$ cat config.mk
export PLATFORM = sky130hd
export DESIGN_NAME = regfile_debug_port
export DESIGN_NICKNAME = d
export VERILOG_FILES = /design/src/rtl/riscv_pkg.sv /design/src/rtl/regfile_debug_port.sv
export SDC_FILE = /design/constraint.sdc
export NUM_CORES = 1
export LEC_CHECK = 0
export BUFFER_PORTS_ARGS = -buffer_cell sky130_fd_sc_hd__buf_2
export CAP_MARGIN = 30
export CORE_MARGIN = 5
export CORE_UTILIZATION = 40
export CTS_BUF_LIST = sky130_fd_sc_hd__clkbuf_8 sky130_fd_sc_hd__clkbuf_16
export CTS_CLUSTER_DIAMETER = 50
export DETAILED_ROUTE_END_ITERATION = 6
export PLACE_DENSITY_LB_ADDON = 0.25
export REMOVE_ABC_BUFFERS = 1
export SLEW_MARGIN = 20
export SYNTH_ARGS = -nofsm -noshare
export SYNTH_HDL_FRONTEND = slang
export SYNTH_SLANG_ARGS = --single-unit
$ cat constraint.sdc
create_clock -name clk -period 5 [get_ports clk]
set_input_delay 1 -clock clk [delete_from_list [all_inputs] [get_ports clk]]
set_output_delay 1 -clock clk [all_outputs]
set_load 0.03 [all_outputs]
$ cat src/rtl/riscv_pkg.sv
// rtl/riscv_pkg.sv - shared core constants and debug-port types
package riscv_pkg;

  localparam int XLEN      = 32;
  localparam int REG_COUNT = 32;
  localparam int AW        = $clog2(REG_COUNT);

  typedef logic [AW-1:0] reg_idx_t;

  typedef enum logic [2:0] {
    ST_IDLE,
    ST_DUMP_READ,
    ST_DUMP_SEND,
    ST_LOAD_WAIT,
    ST_LOAD_WRITE,
    ST_DONE
  } dbg_state_e;

endpackage

$ cat src/rtl/regfile_debug_port.sv
// rtl/regfile_debug_port.sv - halted-core register file dump/load engine
// Drives the regfile's second read port and its write port through the core-top mux.
module regfile_debug_port
  import riscv_pkg::*;
#(
  parameter int XLEN      = riscv_pkg::XLEN,
  parameter int REG_COUNT = riscv_pkg::REG_COUNT,
  parameter int AW        = $clog2(REG_COUNT)
) (
  input  logic            clk,
  input  logic            rst,
  input  logic            core_halted,
  input  logic            dump_start,
  input  logic            load_start,
  input  logic            abort,
  output logic            busy,
  output logic            done,
  output logic            out_valid,
  input  logic            out_ready,
  output logic [XLEN-1:0] out_data,
  output logic [AW-1:0]   out_idx,
  input  logic            in_valid,
  output logic            in_ready,
  input  logic [XLEN-1:0] in_data,
  output logic [AW-1:0]   rf_rd_addr,
  input  logic [XLEN-1:0] rf_rd_data,
  output logic            rf_we,
  output logic [AW-1:0]   rf_wr_addr,
  output logic [XLEN-1:0] rf_wr_data
);

  localparam logic [AW-1:0] LAST_IDX = AW'(REG_COUNT - 1);

  dbg_state_e      r_state;
  logic [AW-1:0]   r_idx;
  logic            r_done;
  logic            r_out_valid;
  logic [XLEN-1:0] r_out_data;
  logic [AW-1:0]   r_out_idx;
  logic            r_we;
  logic [AW-1:0]   r_wr_addr;
  logic [XLEN-1:0] r_wr_data;
  logic            w_last;

  assign w_last = (r_idx == LAST_IDX);

  always_ff @(posedge clk or posedge rst) begin
    if (rst) begin
      r_state     <= ST_IDLE;
      r_idx       <= '0;
      r_done      <= 1'b0;
      r_out_valid <= 1'b0;
      r_out_data  <= '0;
      r_out_idx   <= '0;
      r_we        <= 1'b0;
      r_wr_addr   <= '0;
      r_wr_data   <= '0;
    end else if (abort && r_state != ST_IDLE) begin
      // A write already committed at the previous negedge stays in the regfile.
      r_state     <= ST_IDLE;
      r_done      <= 1'b0;
      r_out_valid <= 1'b0;
      r_we        <= 1'b0;
    end else begin
      r_done <= 1'b0;
      case (r_state)
        ST_IDLE: begin
          if (dump_start && core_halted) begin
            r_state <= ST_DUMP_READ;
            r_idx   <= '0;
          end else if (load_start && core_halted) begin
            r_state <= ST_LOAD_WAIT;
            r_idx   <= AW'(1);
          end
        end
        ST_DUMP_READ: begin
          r_out_data  <= rf_rd_data;
          r_out_idx   <= r_idx;
          r_out_valid <= 1'b1;
          r_state     <= ST_DUMP_SEND;
        end
        ST_DUMP_SEND: begin
          if (out_ready) begin
            r_out_valid <= 1'b0;
            if (w_last) begin
              r_state <= ST_DONE;
              r_done  <= 1'b1;
            end else begin
              r_idx   <= r_idx + AW'(1);
              r_state <= ST_DUMP_READ;
            end
          end
        end
        ST_LOAD_WAIT: begin
          if (in_valid) begin
            r_wr_data <= in_data;
            r_wr_addr <= r_idx;
            r_we      <= 1'b1;
            r_state   <= ST_LOAD_WRITE;
          end
        end
        ST_LOAD_WRITE: begin
          r_we <= 1'b0;
          if (w_last) begin
            r_state <= ST_DONE;
            r_done  <= 1'b1;
          end else begin
            r_idx   <= r_idx + AW'(1);
            r_state <= ST_LOAD_WAIT;
          end
        end
        ST_DONE:  r_state <= ST_IDLE;
        default:  r_state <= ST_IDLE;
      endcase
    end
  end

  assign busy       = (r_state != ST_IDLE);
  assign done       = r_done;
  assign in_ready   = (r_state == ST_LOAD_WAIT);
  assign rf_rd_addr = (r_state == ST_DUMP_READ) ? r_idx : '0;
  assign out_valid  = r_out_valid;
  assign out_data   = r_out_data;
  assign out_idx    = r_out_idx;
  assign rf_we      = r_we;
  assign rf_wr_addr = r_wr_addr;
  assign rf_wr_data = r_wr_data;

endmodule

# Yosys cells after proc, flatten, opt, wreduce, memory -nomap -nowiden
# Index checks and enable logic that the tools add are counted.
dict set report op_classes {
  n_bitwise 1
  n_mul 0
  n_eq_ne 10
  add_sub_neg 1
  reduce_logical 14
  shift 0
  muxes 24
  order_cmp 0
  div_mod_pow 0
}
# op n
set ops {}
lappend ops {{$mux W5} 5}
lappend ops {{$mux W3} 7}
lappend ops {{$pmux W3 S5} 1}
lappend ops {{$pmux W5 S3} 1}
lappend ops {{$reduce_bool A3 Y1} 4}
lappend ops {{$mux W1} 7}
lappend ops {{$eq A3 B2 Y1 const B} 2}
lappend ops {{$ne A3 B3 Y1 const B} 2}
lappend ops {{$pmux W1 S2} 3}
lappend ops {{$reduce_and A2 Y1} 3}
lappend ops {{$reduce_and A3 Y1} 2}
lappend ops {{$add A5 B1 Y5 const B} 1}
lappend ops {{$eq A5 B5 Y1 const B} 1}
lappend ops {{$ne A4 B4 Y1 const B} 1}
lappend ops {{$reduce_and A4 Y1} 1}
lappend ops {{$eq A3 B1 Y1 const B} 1}
lappend ops {{$eq A3 B3 Y1 const B} 1}
lappend ops {{$logic_and A1 B1 Y1} 3}
lappend ops {{$logic_not A3 Y1} 1}
lappend ops {{$ne A3 B2 Y1 const B} 1}
lappend ops {{$ne A2 B2 Y1 const B} 1}
lappend ops {{$not A1 Y1} 1}
dict set report word_totals {
  word_cells 59
  ff_bits 85
  memories 0
  mem_bits_rw 0
  latchBits 0
  in_bits 72
  output_inout_bits 84
  mem_bits_ro 0
}

# Depth between registers and ports, before layout
dict set report logic_depth {
  word_depth 5
  mapped_depth 9
}

# Worst setup path after synthesis
# OpenSTA, ideal clock, no wires.
dict set report synth_timing {
  path_type {reg2out}
  startpoint {register r_state[2]}
  endpoint {output port in_ready}
  slack_ns 2.726
  t_required_ns 4.000
  t_arrival_ns 1.274
  path_stages_with_launch 4
  cell_sequence {dfrtp_1 -> buf_2 -> or2b_1 -> nor2_1}
}
dict set report synth_between {
  elab_chain_cells 1
}
# item line
set synth_lines {}
lappend synth_lines {{start: declaration} regfile_debug_port.sv:34} ;# dbg_state_e r_state;
lappend synth_lines {{start signal: assignment} regfile_debug_port.sv:49} ;# r_state <= ST_IDLE;
lappend synth_lines {{start signal: assignment} regfile_debug_port.sv:60} ;# r_state <= ST_IDLE;
lappend synth_lines {{start signal: assignment} regfile_debug_port.sv:69} ;# r_state <= ST_DUMP_READ;
lappend synth_lines {{$eq A3 B2 Y1} regfile_debug_port.sv:120} ;# assign in_ready = (r_state == ST_LOAD_WAIT);
lappend synth_lines {{end: declaration} regfile_debug_port.sv:23} ;# output logic in_ready,
# No other way between the ends.

# Final worst setup path
dict set report layout_timing {
  startpoint {register r_state[2]}
  endpoint {output port rf_rd_addr[0]}
}
dict set report layout_between {
  elab_chain_cells 2
}
# item line
set layout_lines {}
lappend layout_lines {{$eq A3 B1 Y1} regfile_debug_port.sv:121} ;# assign rf_rd_addr = (r_state == ST_DUMP_READ) ? r_idx : '0;
lappend layout_lines {{$mux W5} regfile_debug_port.sv:121}
lappend layout_lines {{end: declaration} regfile_debug_port.sv:25} ;# output logic [AW-1:0] rf_rd_addr,
# No other way between the ends.

==> reports/results.txt <==
Max Cap Viol -> 0
DRT Wirelength -> 8024 µm
CTS clk-pin slew, worst paths -> 0.09 ns
Leakage -> 2.335 nW
FP Rows -> 34
CTS tree -> done
Die X -> 103.8 µm
Achievable Freq -> 0.3735 GHz
RSZ-0062 raised after global routing -> false
Register bit total from synthesis -> 85
Final hold slack -> 0.4930 ns
Starting density of the core -> 40.73%
GRT Overall Usage -> 15.33%
Crit path cell chain -> nor2_1, and3_1, buf_2
Top-Level Pins -> 156
Minimum clock period -> 2.677 ns
Die height -> 103.8 µm
Unique cell type count in the Yosys netlist -> 34
Design Power -> 3.195 mW
Worst Setup End Kind -> output pin
RD Place Congestion -> 0.7737
Largest net degree at the start of global routing -> 54
DRT Pass-1 Iters -> 4
Final Core Density -> 53.00%
CTS resizes -> 0
Slowest cell delay on critical path -> 0.55 ns
Sw Ratio -> 45.24%
Clk buf depth -> 2
Core box area -> 8636 µm²
Async SR Flop Fraction -> 100.0%
Worst Path Required -> 4.00 ns
Worst slew pin tran -> 0.6344 ns
Critical path fanouts, max -> 15
Number of I/O port buffers -> 155
DP Wirelength -> 5860 µm
Reg power frac -> 37.1%
Fin. Hold Viols -> 0
CP startpoint kind -> flip-flop
Non-Filler Instances -> 522
Vias per cell -> 4.877
Sink Count -> 85
Placement Cell Area -> 4372 µm²
Total CTS buffers -> 9
Area grow syn2layout -> 30.13%
Cts hold-fix bufs -> 0
Clock skew -> 0.008658 ns
Initial drt markers -> 40
Setup WS pre-CTS -> 2.420 ns
Initial antenna violation count -> 0
Psw -> 1.445 mW
# Post-CTS Setup Buffers -> 0
Antenna Violating Nets Remaining -> 0
WS Path Type -> reg -> out
Final worst setup slack -> 2.323 ns
Drt wl/cell -> 15.37 µm
Clk Tree Root Cell -> clkbuf_8
First-pass GRT wire length -> 13520 µm
DRC viols -> 0
Synth Flop Type -> dfrtp_1
Internal power -> 1.750 mW
Worst-case vdd ir drop -> 0.3322 mV
Clk Latency, worst-skew pair -> 0.35 ns
Final period utilization -> 53.54%
Final Setup Violations -> 0
Power share of the clock group -> 14.1%
Power Density -> 698.1 nW/µm²
CP max-delay cell -> dfrtp_1
Combinational fraction of design power -> 48.8%
Non-Filler Cell Area, Final -> 4577 µm²
Vias in the first global route -> 2711
Nets@finish -> 483
# diodes -> 0
Post-synthesis sequential area ratio -> 60.48%
Layout cells sized above 1 -> 59.42%
Grt total ovfl -> 0
DR vias -> 2546
Status -> finished, final reports clean
Yosys warnings -> 0
Cells after synthesis -> 251
H-tree levels -> 3
Crit path DAT -> 1.68 ns
Die area -> 10770 µm²
Hold crit path type -> reg -> reg
Dpl cells -> 505
Slew headroom -> 57.43%
Syn Std Cell Area -> 3517 µm²
Fin Setup TNS -> 0 ns
Slew Limit Fails -> 0
Syn_area_per_cell -> 14.01 µm²
Post-synth EDFFs -> 0
-- final timing paths --
path | startpoint | to | slack [ns] | cells past startpoint
setup / recovery | r_state[2]$_DFFE_PP0P_ | rf_rd_addr[0] | 2.32 | 3
max in group asynchronous | rst | rf_wr_addr[4]$_DFFE_PP0P_ | 3.47 | 4
setup reg to reg | r_idx[0]$_DFFE_PP0P_ | r_idx[3]$_DFFE_PP0P_ | 2.59 | 8
hold reg to reg | rf_wr_data[26]$_DFFE_PP0P_ | rf_wr_data[26]$_DFFE_PP0P_ | 0.49 | 1
hold / removal | rf_wr_data[26]$_DFFE_PP0P_ | rf_wr_data[26]$_DFFE_PP0P_ | 0.49 | 1
min in group asynchronous | rst | out_data[28]$_DFFE_PP0P_ | 0.56 | 2
-- worst max-delay path, delay by kind of cell, from the launching register on --
kind | cells | cell delay (ns)
buffers and inverters | 1 | 0.20
DFF | 1 | 0.55
and+or+nand+nor | 2 | 0.58
-- Yosys cell counts (2+ instances only) --
library cell | n | share of area (%)
o21ai_1 | 2 | 0.28
dfrtp_1 | 85 | 60
o21ai_0 | 11 | 1.6
ha_1 | 2 | 0.71
buf_2 | 7 | 1.0
o41ai_1 | 2 | 0.50
nand2b_1 | 2 | 0.36
and3_1 | 6 | 1.1
nand2_1 | 11 | 1.2
nand3_1 | 2 | 0.28
a21o_1 | 2 | 0.43
or2b_1 | 3 | 0.64
o31ai_1 | 2 | 0.43
a21oi_1 | 6 | 0.85
nor2_1 | 9 | 0.96
buf_6 | 3 | 0.96
mux2_2 | 69 | 22
nor3_1 | 2 | 0.28
nor2b_1 | 3 | 0.53
mux2_1 | 5 | 1.6
inv_1 | 4 | 0.43
-- state kept, by name (all words and copies together) (netlist names) --
name and count:
out_valid 1, done 1, rf_wr_addr 5, out_idx 5
r_idx 5, rf_we 1, r_state 3, rf_wr_data 32
out_data 32
-- logic make-up after synthesis --
family                     share of synthesized area (%)
DFF                                                60.48
muxes                                              23.69
and+or+nand+nor                                    7.222
AOI/OAI and AO/OA                                  5.016
buffers and inverters                              2.596
adders and majority gates                         0.9960
-- metal layers --
layer,global-route usage [%],wire length (µm),up-vias
met1,18.50,3226,1247
met2,24.77,4003,85
met5,0,0,-
met3,6.530,701,8
li1,-,-,1206
met4,4.995,93,0
-- power groups by stage --
stage	Combinational, mW	Clock (mW)	Sequential (mW)
after global placement	1.55	0	1.19
final	1.56	0.450	1.19
after global routing	1.67	0.505	1.24
after detailed placement	1.58	0	1.20
after floorplan	0.515	0	1.77
after CTS	1.58	0.472	1.19
-- layout make-up --
type                    instances  area (µm²)
well taps                     108       135.1
multi-input cells             150        1299
fillers                       795        4059
flip-flops and latches         85        2127
clock buffers                  10       137.6
repair buffers                158       810.8
inverters                       5       20.02
clock inverters                 6       47.55
-- layout by cell type, fill, tap and decap left out, types with 3 or more instances in the layout --
cell / count
o21ai_0: 11
nor2b_1: 3
mux2_1: 5
or2b_1: 3
dfrtp_1: 85
nor2_1: 9
mux2_2: 69
inv_1: 4
clkbuf_8: 10
and3_1: 6
buf_2: 155
nand2_1: 11
a21oi_1: 6
(Power assumes the default switching activity.)
